### src/rtl/pt_block_queue.sv
// pt_block_queue: first-word fall-through FIFO that tags 64-bit plaintext words with first/last-of-message flags.
// Defining PTQ_DROP_COUNT_EN adds drop_cnt_o, an 8-bit saturating count of dropped input words.
module pt_block_queue #(
  parameter int DEPTH          = 4,
  parameter int BLOCKS_PER_MSG = 23
) (
  input  logic                       clock_i,
  input  logic                       reset_i,
  input  logic                       clear_i,
  input  logic                       in_valid_i,
  input  logic [63:0]                in_data_i,
  output logic                       out_valid_o,
  input  logic                       out_ready_i,
  output logic [63:0]                out_data_o,
  output logic                       out_first_o,
  output logic                       out_last_o,
  output logic [$clog2(DEPTH+1)-1:0] level_o,
  output logic                       overflow_o
`ifdef PTQ_DROP_COUNT_EN
  ,
  output logic [7:0]                 drop_cnt_o
`endif
);

  localparam int PTR_W = $clog2(DEPTH);
  localparam int LVL_W = $clog2(DEPTH + 1);
  localparam int BLK_W = (BLOCKS_PER_MSG > 1) ? $clog2(BLOCKS_PER_MSG) : 1;
  localparam logic [LVL_W-1:0] FULL_LEVEL = LVL_W'(DEPTH);
  localparam logic [BLK_W-1:0] LAST_BLK   = BLK_W'(BLOCKS_PER_MSG - 1);

  typedef struct packed {
    logic        first;
    logic        last;
    logic [63:0] data;
  } entry_t;

  entry_t           mem [DEPTH];
  entry_t           head;
  logic [PTR_W-1:0] wr_ptr;
  logic [PTR_W-1:0] rd_ptr;
  logic [LVL_W-1:0] level;
  logic [BLK_W-1:0] blk_idx;
  logic             overflow;
  logic             async_rst;
  logic             rd_en;
  logic             wr_en;
  logic             drop;

  assign async_rst = reset_i | clear_i;
  assign rd_en     = out_valid_o & out_ready_i;
  // A read in the same cycle frees the slot, so a full queue can still accept.
  assign wr_en     = in_valid_i & ((level != FULL_LEVEL) | rd_en);
  assign drop      = in_valid_i & ~wr_en;

  // NOTE: clocked state uses non-blocking assignments so every register samples pre-edge values.
  always_ff @(posedge clock_i or posedge async_rst) begin
    if (async_rst) begin
      wr_ptr   <= '0;
      rd_ptr   <= '0;
      level    <= '0;
      blk_idx  <= '0;
      overflow <= 1'b0;
    end else begin
      if (wr_en) wr_ptr <= wr_ptr + PTR_W'(1);
      if (rd_en) rd_ptr <= rd_ptr + PTR_W'(1);
      if (wr_en && !rd_en)      level <= level + LVL_W'(1);
      else if (rd_en && !wr_en) level <= level - LVL_W'(1);
      // Framing follows every upstream pulse, including dropped ones.
      if (in_valid_i) blk_idx <= (blk_idx == LAST_BLK) ? '0 : blk_idx + BLK_W'(1);
      if (drop) overflow <= 1'b1;
    end
  end

  // NOTE: storage is not reset; stale entries are never visible because outputs are masked by level.
  always_ff @(posedge clock_i) begin
    if (wr_en) begin
      mem[wr_ptr] <= '{first: (blk_idx == '0), last: (blk_idx == LAST_BLK), data: in_data_i};
    end
  end

  // NOTE: every output gets a default before the conditional, so no latch is inferred.
  always_comb begin
    head        = mem[rd_ptr];
    out_valid_o = (level != '0);
    out_data_o  = '0;
    out_first_o = 1'b0;
    out_last_o  = 1'b0;
    if (out_valid_o) begin
      out_data_o  = head.data;
      out_first_o = head.first;
      out_last_o  = head.last;
    end
  end

  assign level_o    = level;
  assign overflow_o = overflow;

`ifdef PTQ_DROP_COUNT_EN
  logic [7:0] drop_cnt;

  always_ff @(posedge clock_i or posedge async_rst) begin
    if (async_rst)                      drop_cnt <= '0;
    else if (drop && drop_cnt != 8'hFF) drop_cnt <= drop_cnt + 8'd1;
  end

  assign drop_cnt_o = drop_cnt;
`endif

endmodule

### config.mk
export PLATFORM = sky130hd
export DESIGN_NAME = pt_block_queue
export DESIGN_NICKNAME = d
export VERILOG_FILES = /design/src/rtl/pt_block_queue.sv
export SDC_FILE = /design/constraint.sdc
export NUM_CORES = 1
export LEC_CHECK = 0
export BUFFER_PORTS_ARGS = -buffer_cell sky130_fd_sc_hd__buf_2
export CORE_MARGIN = 2
export CORE_UTILIZATION = 57
export DETAILED_ROUTE_END_ITERATION = 10
export PLACE_DENSITY = 0.86
export SYNTH_ARGS = -nofsm -noshare
export SYNTH_HDL_FRONTEND = slang
export SYNTH_SLANG_ARGS = --single-unit
export TNS_END_PERCENT = 20
### constraint.sdc
create_clock -name clock_i -period 3.44 [get_ports clock_i]
set_input_delay 0.688 -clock clock_i [delete_from_list [all_inputs] [get_ports clock_i]]
set_output_delay 0.688 -clock clock_i [all_outputs]
set_load 0.03 [all_outputs]
## Word level (Yosys, flattened, before mapping)

Memory sizes are Yosys's and may differ from the RTL's.
Cells that the tools add are included.

| word-level totals | value |
|---|---|
| register bits after elaboration | 13 |
| memory bits (writable) | 264 |
| input bits | 69 |
| memories | 1 |

Memory list:

| name | words | width | read ports | clocked after memory_dff | wr ports | line | RTL |
|---|---|---|---|---|---|---|---|
| mem | 4 | 66 | 1 | 0 | 1 | 37 | `entry_t mem [DEPTH];` |

| cells by class | value |
|---|---|
| add/sub/neg operators | 5 |
| equal/unequal tests | 2 |
| multiplexer cells | 8 |
| bitwise operators | 6 |
| reduce and logical (&&, ||, !) cells | 7 |

Operator list:

| operator | number |
|---|---|
| 2-to-1 mux 64 bit | 1 |
| 2-to-1 mux 3 bit | 2 |
| adder 5 x 1 -> 5 bit, second input constant | 1 |
| == test 5 bit, second input constant | 1 |
| logical NOT 5 bit | 1 |
| 2-to-1 mux 5 bit | 1 |
| adder 2 x 1 -> 2 bit, second input constant | 2 |
| 2-to-1 mux 1 bit | 4 |
| adder 3 x 1 -> 3 bit, second input constant | 1 |
| bitwise AND 1 bit | 3 |
| != test 3 bit, second input constant | 1 |
| nonzero test 3 bit | 1 |
| subtractor 3 x 1 -> 3 bit, second input constant | 1 |
| logical AND 1 bit | 2 |
| logical NOT 1 bit | 2 |
| bitwise OR 1 bit | 2 |
| nonzero test 2 bit | 1 |
| NOT 1 bit | 1 |

## Logic depth before layout (Yosys ltp)

Gate-level depths: netlist of the first run.

| logic depth | value |
|---|---|
| depth in word-level cells | 8 |
| depth in mapped cells | 10 |
| depth with buffers taken out | 8 |

## Worst setup path before layout of the first run

OpenSTA, ideal clock, no wires.

| timing path | value |
|---|---|
| kind | in2reg |
| start | in in_valid_i |
| end | mem mem[2][0] (netlist bit) (enable) |
| library setup time | 0.431 ns |
| arrival time | 2.789 ns |
| required time | 3.009 ns |
| path slack | 0.220 ns |
| stages on the path | 4 |
| cells stage by stage | buf_2 -> nor2b_1 -> clkbuf_1 -> and2_1 |

| on the way | value |
|---|---|
| cells in the longest elaborated chain, start to end | 3 |

Ends and longest elaborated chain:

| item | line | RTL |
|---|---|---|
| start, declared | 10 | `input logic in_valid_i,` |
| bitwise AND 1 bit | 52 | `assign wr_en = in_valid_i & ((level != FULL_LEVEL) \| rd_en);` |
| named net wr_en | 46 | `logic wr_en;` |
| 2-to-1 mux 1 bit | 76 | `if (wr_en) begin` |
| 2-to-1 mux 1 bit (implied by the code) | 77 | `mem[wr_ptr] <= '{first: (blk_idx == '0), last: (blk_idx == LAST_BLK), data: in_data_i};` |
| end, declared | 37 |  |

The timed path passes the listed nets, and every way through them passes these cells.

## Worst setup path after layout of the first run

| timing path | value |
|---|---|
| start | reg level[0], in the netlist level_o[0] |
| end | out out_data_o[3] |

| on the way | value |
|---|---|
| cells in the longest elaborated chain, start to end | 2 |

Ends and longest elaborated chain:

| item | line | RTL |
|---|---|---|
| start, declared | 41 | `logic [LVL_W-1:0] level;` |
| start signal, assigned | 66 | `if (wr_en && !rd_en) level <= level + LVL_W'(1);` |
| start signal, assigned | 67 | `else if (rd_en && !wr_en) level <= level - LVL_W'(1);` |
| nonzero test 3 bit | 84 | `out_valid_o = (level != '0);` |
| 2-to-1 mux 64 bit | 88 | `if (out_valid_o) begin` |
| end, declared | 14 | `output logic [63:0] out_data_o,` |

Every way passes these cells.

==> flow_metrics.env, run 1 <==
export IMPL_outcome="finished clean"
export IMPL_final_setup_viol_count=0
export IMPL_critPathMaxStageDelay_ns=0.82
export IMPL_clock_latency_ns=0.52
export IMPL_grt_overflow_total=0
export IMPL_syn_instance_count=485
export IMPL_drt_wirelength_per_cell_um=22.04
export IMPL_grt_usage_pct=20.32
export IMPL_synth_area_per_cell_um2=22.11
export IMPL_ys_seq_elements=277
export IMPL_first_global_vias=5519
export IMPL_rsz0062_at_grt="no"
export IMPL_yosysWarnings=0
export IMPL_cts_resized=0
export IMPL_async_reset_ff_share_pct=4.693
export IMPL_die_w_um=141.2
export IMPL_fin_nets=716
export IMPL_crit_family="simple AND/OR/NAND/NOR gates"
export IMPL_synthSimpleGateAreaFrac_pct=4.877
export IMPL_crit_required_ns=2.75
export IMPL_seq_area_frac_synth_pct=76.97
export IMPL_crit_type="flip-flop to output pin"
export IMPL_via_per_inst=5.783
export IMPL_grt_pass1_wl_um=30790
export IMPL_hpwl_um=11800
export IMPL_core_area_um2=18580
export IMPL_num_vias=5164
export IMPL_synth_compound_area_share_pct=0.5951
export IMPL_synth_top_cell_by_area="edfxtp_1"
export IMPL_clock_skew_ns=0.009760
export IMPL_finalHoldViolCount=0
export IMPL_drc=0
export IMPL_clockBufferDepth=3
export IMPL_grt_max_degree=50
export IMPL_h_tree_depth=1
export IMPL_gp_congestion=0.7040
export IMPL_end_kind="output pin"
export IMPL_synth_adder_area_share_pct=1.120
export IMPL_synth_top_family_by_area="multiplexers"
export IMPL_cts_hold_buf=0
export IMPL_muxShareOfSynthArea_pct=14.18
export IMPL_ios=140
export IMPL_yosysUniqueCellTypes=32
export IMPL_drt_iter0_drc=367
export IMPL_min_path_type="primary input to asynchronous set/reset pin"
export IMPL_crit_fanout=37
export IMPL_rows=50
export IMPL_start_kind="flip-flop"
export IMPL_synth_edf_count=264
export IMPL_tightestPinTransition_ns=0.6468
export IMPL_fill_cells=1145
export IMPL_fin_setup_tns_ns=0
export IMPL_antenna_found_initial=2
export IMPL_syn_num_nets=563
export IMPL_ys_dominant_reg_cell="edfxtp_1"
export IMPL_vdd_ir_drop_max_mv=0.6330
export IMPL_start_util_pct=57.71
export IMPL_slowest_stage="or3_2"
export IMPL_final_cells=893
export IMPL_final_cell_mix="264 x edfxtp_1, 139 x buf_2, 66 x mux4_2, 66 x and2_1, 27 x clkbuf_16"
export IMPL_crit_chain="or3_2 > buf_4 > and2_1 > buf_2"
export IMPL_syn_area_um2=10720
export IMPL_drive_above_1_share_pct=40.03
export IMPL_place_inst=843
export IMPL_timing_critical_path_buf_inv=2
export IMPL_final_common_cell="edfxtp_1"
export IMPL_die_area_um2=19920
export IMPL_yosys_top_cells_area="edfxtp_1 74%, mux4_2 14%, and2_1 4.1%"
export IMPL_yosys_area_share_xor_xnor_pct=0.4901
export IMPL_slew_headroom_pct=56.88
export IMPL_die_y_um=141.2
export IMPL_critPathArrivalTime_ns=2.54
export IMPL_min_period_ns=3.227
export IMPL_max_freq_mhz=309.9
export IMPL_numCtsBuffers=27
export IMPL_cts_root_buf="clkbuf_16"
export IMPL_syn2layout_area_growth_pct=17.18
export IMPL_cts_tree="built"
export IMPL_powerDensity_nw_per_um2=969.2
export IMPL_maxCapViolations=0
export IMPL_finalCritPeriodShare_pct=93.82
export IMPL_slew_violations=0
export IMPL_cts_setup_buffers=0
export IMPL_clock_sinks=277
export IMPL_port_buffers=139
export IMPL_clkTransAtPathRegs_ns=0.06
export IMPL_dr_pass1_iters=4
export IMPL_p_leak_nw=4.400
export IMPL_routed_wl_um=19680
export IMPL_postRouteAntennaNets=0
export IMPL_synth_top_area_share_pct=73.93
==> layer usage <==
layer  share of wire, %  vias to the layer above  global-route usage, %
li1                   -                     2278                      -
met1                 39                     2670                  26.60
met2                 52                      181                  34.62
met3                7.0                       35                  4.789
met4                2.3                        0                  5.842
met5                  0                        -                      0
==> area by class of cell <==
class | instances | area, um^2 | area share (%)
clock inverter | 19 | 151.4 | 1.205
antenna | 2 | 5.005 | 0.03983
tap | 234 | 292.8 | 2.330
timing repair buffer | 149 | 858.3 | 6.831
clock buffer | 29 | 683.2 | 5.437
inverter | 6 | 22.52 | 0.1792
sequential | 277 | 8260 | 65.74
multi-input combinational | 177 | 2291 | 18.23
==> final timing paths <==
path / startpoint / depth (start not counted) / slack [ns] / to
worst max-delay path: level_o[0] / 4 / 0.21 / out_data_o[3]
worst min-delay path: reset_i / 3 / 0.29 / blk_idx[3]
worst max register to register: level_o[0] / 8 / 0.76 / level_o[2]
worst min register to register: overflow_o / 1 / 0.46 / overflow_o
max in group asynchronous: clear_i / 3 / 2.96 / rd_ptr[0]
min in group clock_i: in_data_i[49] / 1 / 0.38 / mem[1][49]
==> cell families (layout without fill, tap and decap cells) <==
group / Yosys count / in the layout
DFF: 277 / 277
AOI/OAI and AO/OA: 9 / 9
other: 0 / 2
adders and majority gates: 9 / 9
xor gates and xnor gates: 6 / 6
and+or+nand+nor: 84 / 84
muxes: 69 / 69
buffers and inverters: 31 / 203
==> sequential cells by signal (all words and copies together), names as in the netlist <==
name        count
rd_ptr          2
wr_ptr          2
blk_idx         5
level_o         3
mem           264
overflow_o      1
==> cells in the mapped netlist (2+ instances only) <==
library cell and count:
clkbuf_1 8, mux4_2 66, a21o_1 2, edfxtp_1 264, ha_1 8, buf_12 3, buf_1 3, o21ai_0 2
inv_1 6, nand2_1 2, mux2_2 2, dfrtp_1 13, buf_2 8, xor2_1 2, and2_1 70, buf_4 2
a22o_1 2, nor2b_1 2, xnor2_1 4, nor4b_1 2, nor2_1 3
==> worst register-to-register path: cells and delay by family, from the launching register on <==
family        cells  cell delay [ns]
simple gates      3             1.17
fa+ha+maj         2             0.59
flops             1             0.44
xor+xnor          2             0.34
buf+inv           1             0.07
==> per-stage QoR <==
stage | hold WS [ns] | instance area [um^2] | power [mW] | util [%] | worst slack (ns)
after floorplan | 0.5116 | 10720 | 8.244 | - | 0.2204
after global placement | 0.4424 | 11730 | 9.375 | 63.10 | 0.8416
after detailed placement | 0.4556 | 11730 | 9.529 | 63.10 | 0.7528
after CTS | 0.2810 | 12560 | 12.31 | 67.60 | 0.1815
after global routing | 0.2824 | 12560 | 12.75 | 67.61 | 0.09413
final | 0.2869 | 12560 | 12.18 | 67.62 | 0.2127
==> report_power, final <==
group	switching, mW	leakage [nW]	total [mW]	internal (mW)
registers	0.344	2.58	4.81	4.47
clock network	1.17	0.403	2.75	1.58
logic	2.80	1.42	4.62	1.82
No activity file was read; power rests on OpenSTA's default activity.
==> inputs of run 2 (changes only) <==
PLACE_DENSITY = 0.79   (was 0.86)
==> run 2 against run 1 <==
  * Non-clock buffer count increased by 10
  * Global-route usage decreased by 0.60 points
  * Final area hardly changed
  * Sequential share of layout area about the same
  * Power is 0.90% lower
  * Core utilization hardly changed
  * Fmax fell by 0.39%
  * Critical path type unchanged
==> flow_metrics.env, run 2 (synthesis results as in run 1) <==
export IMPL_outcome="finished clean"
export IMPL_crit_chain="or3_2 > buf_4 > and2_1 > buf_2"
export IMPL_clock_skew_ns=0.01585
export IMPL_final_cell_mix="264 x edfxtp_1, 139 x buf_2, 66 x mux4_2, 66 x and2_1, 27 x clkbuf_16"
export IMPL_vdd_ir_drop_max_mv=0.5327
export IMPL_rows=50
export IMPL_finalHoldViolCount=0
export IMPL_clkTransAtPathRegs_ns=0.06
export IMPL_largest_reg_flops=264
export IMPL_clockBufferDepth=3
export IMPL_start_util_pct=57.71
export IMPL_fin_setup_tns_ns=0
export IMPL_min_path_type="primary input to asynchronous set/reset pin"
export IMPL_crit_fanout=48
export IMPL_maxCapViolations=0
export IMPL_postRouteAntennaNets=0
export IMPL_end_kind="output pin"
export IMPL_multi_input_area_um2=2291
export IMPL_fin_util_pct=67.58
export IMPL_finalPower_mw=12.07
export IMPL_power_internal_mw=7.800
export IMPL_cts_setup_buffers=0
export IMPL_combPwrFrac_pct=38.0
export IMPL_crit_required_ns=2.75
export IMPL_start_kind="flip-flop"
export IMPL_via_per_inst=5.711
export IMPL_slew_violations=0
export IMPL_core_area_um2=18580
export IMPL_port_buffers=139
export IMPL_drt_iter0_drc=239
export IMPL_slew_headroom_pct=44.26
export IMPL_powerDensity_nw_per_um2=961.1
export IMPL_slowest_stage="or3_2"
export IMPL_clock_latency_ns=0.53
export IMPL_ios=140
export IMPL_numCtsBuffers=27
export IMPL_fin_nets=726
export IMPL_clock_sinks=277
export IMPL_grt_overflow_total=0
export IMPL_fill_cells=1218
export IMPL_h_tree_depth=1
export IMPL_critPathMaxStageDelay_ns=0.89
export IMPL_grt_max_degree=49
export IMPL_tightestPinTransition_ns=0.8361
export IMPL_cts_root_buf="clkbuf_16"
export IMPL_final_area_um2=12560
export IMPL_placed_cell_area_um2=11760
export IMPL_routed_wl_um=19280
export IMPL_max_freq_mhz=308.6
export IMPL_die_w_um=141.2
export IMPL_swShare_pct=35.37
export IMPL_seq_area_um2=8260
export IMPL_p_seq_share_pct=40.0
export IMPL_drc=0
export IMPL_grt_pass1_wl_um=29840
export IMPL_final_setup_viol_count=0
export IMPL_die_y_um=141.2
export IMPL_cts_hold_buf=0
export IMPL_first_global_vias=5598
export IMPL_gp_congestion=0.7540
export IMPL_grt_usage_pct=19.72
export IMPL_antenna_found_initial=3
export IMPL_timing_critical_path_buf_inv=2
export IMPL_final_common_cell="edfxtp_1"
export IMPL_rsz0062_at_grt="no"
export IMPL_cts_tree="built"
export IMPL_p_leak_nw=4.422
export IMPL_hpwl_um=12260
export IMPL_pwr_share_clk_pct=22.0
export IMPL_syn2layout_area_growth_pct=17.11
export IMPL_p_sw_mw=4.269
export IMPL_top_register="mem"
export IMPL_critPathArrivalTime_ns=2.55
export IMPL_dr_pass1_iters=6
export IMPL_drive_above_1_share_pct=40.15
export IMPL_cts_resized=0
export IMPL_crit_family="simple AND/OR/NAND/NOR gates"
export IMPL_min_period_ns=3.240
export IMPL_die_area_um2=19920
export IMPL_finalCritPeriodShare_pct=94.19
export IMPL_drt_wirelength_per_cell_um=21.42
export IMPL_crit_type="flip-flop to output pin"
export IMPL_num_vias=5140
==> run 2: final timing paths <==
path	from	to	slack [ns]	cells after the start
min in group clock_i	in_data_i[43]	mem[0][43]	0.37	1
worst min-delay path	reset_i	level_o[0]	0.26	3
worst max register to register	level_o[0]	level_o[2]	0.59	8
worst max-delay path	level_o[0]	out_data_o[37]	0.20	4
max in group asynchronous	clear_i	rd_ptr[0]	2.96	3
worst min register to register	overflow_o	overflow_o	0.46	1
==> run 2: per-stage QoR <==
stage                     hold slack, ns  cells  worst slack, ns
after CTS                         0.2466    899           0.1314
final                             0.2628    900           0.2000
after floorplan                   0.5116    485           0.2204
after detailed placement          0.4483    853           0.6045
after global routing              0.2538    900          0.04741
after global placement            0.4617    853           0.7173
==> run 2: worst reg2reg max path: cells and delay by family, from the launching register on <==
family	cells	cell delay [ns]
xor gates and xnor gates	2	0.35
adders and majority gates	2	0.59
buffers and inverters	1	0.07
DFF	1	0.44
and+or+nand+nor	3	1.31
==> run 2: power groups by stage <==
| stage | clock [mW] | combinational (mW) | sequential (mW) |
|---|---|---|---|
| 6_report | 2.65 | 4.59 | 4.83 |
| 5_1_grt | 2.83 | 4.89 | 4.90 |
| 4_1_cts | 2.71 | 4.68 | 4.84 |
| 3_5_place_dp | 0 | 4.66 | 4.91 |
| 3_3_place_gp | 0 | 4.58 | 4.84 |
| 2_1_floorplan | 0 | 3.49 | 4.75 |
==> run 2: per-layer routing <==
| metal | GRT usage, % | up-vias | part of all wire, % |
|---|---|---|---|
| li1 | - | 2289 | - |
| met1 | 24.49 | 2686 | 40 |
| met2 | 35.36 | 125 | 53 |
| met3 | 3.567 | 36 | 4.4 |
| met4 | 6.579 | 4 | 2.5 |
| met5 | 0 | - | 0.14 |
==> run 2: area by class of cell <==
class	count	area share [%]
Clock buffer	31	5.500
Inverter	6	0.1794
Timing Repair Buffer	159	7.134
Sequential cell	277	65.78
Multi-Input combinational cell	177	18.24
Clock inverter	15	0.8071
Tap cell	234	2.332
Antenna cell	1	0.01993
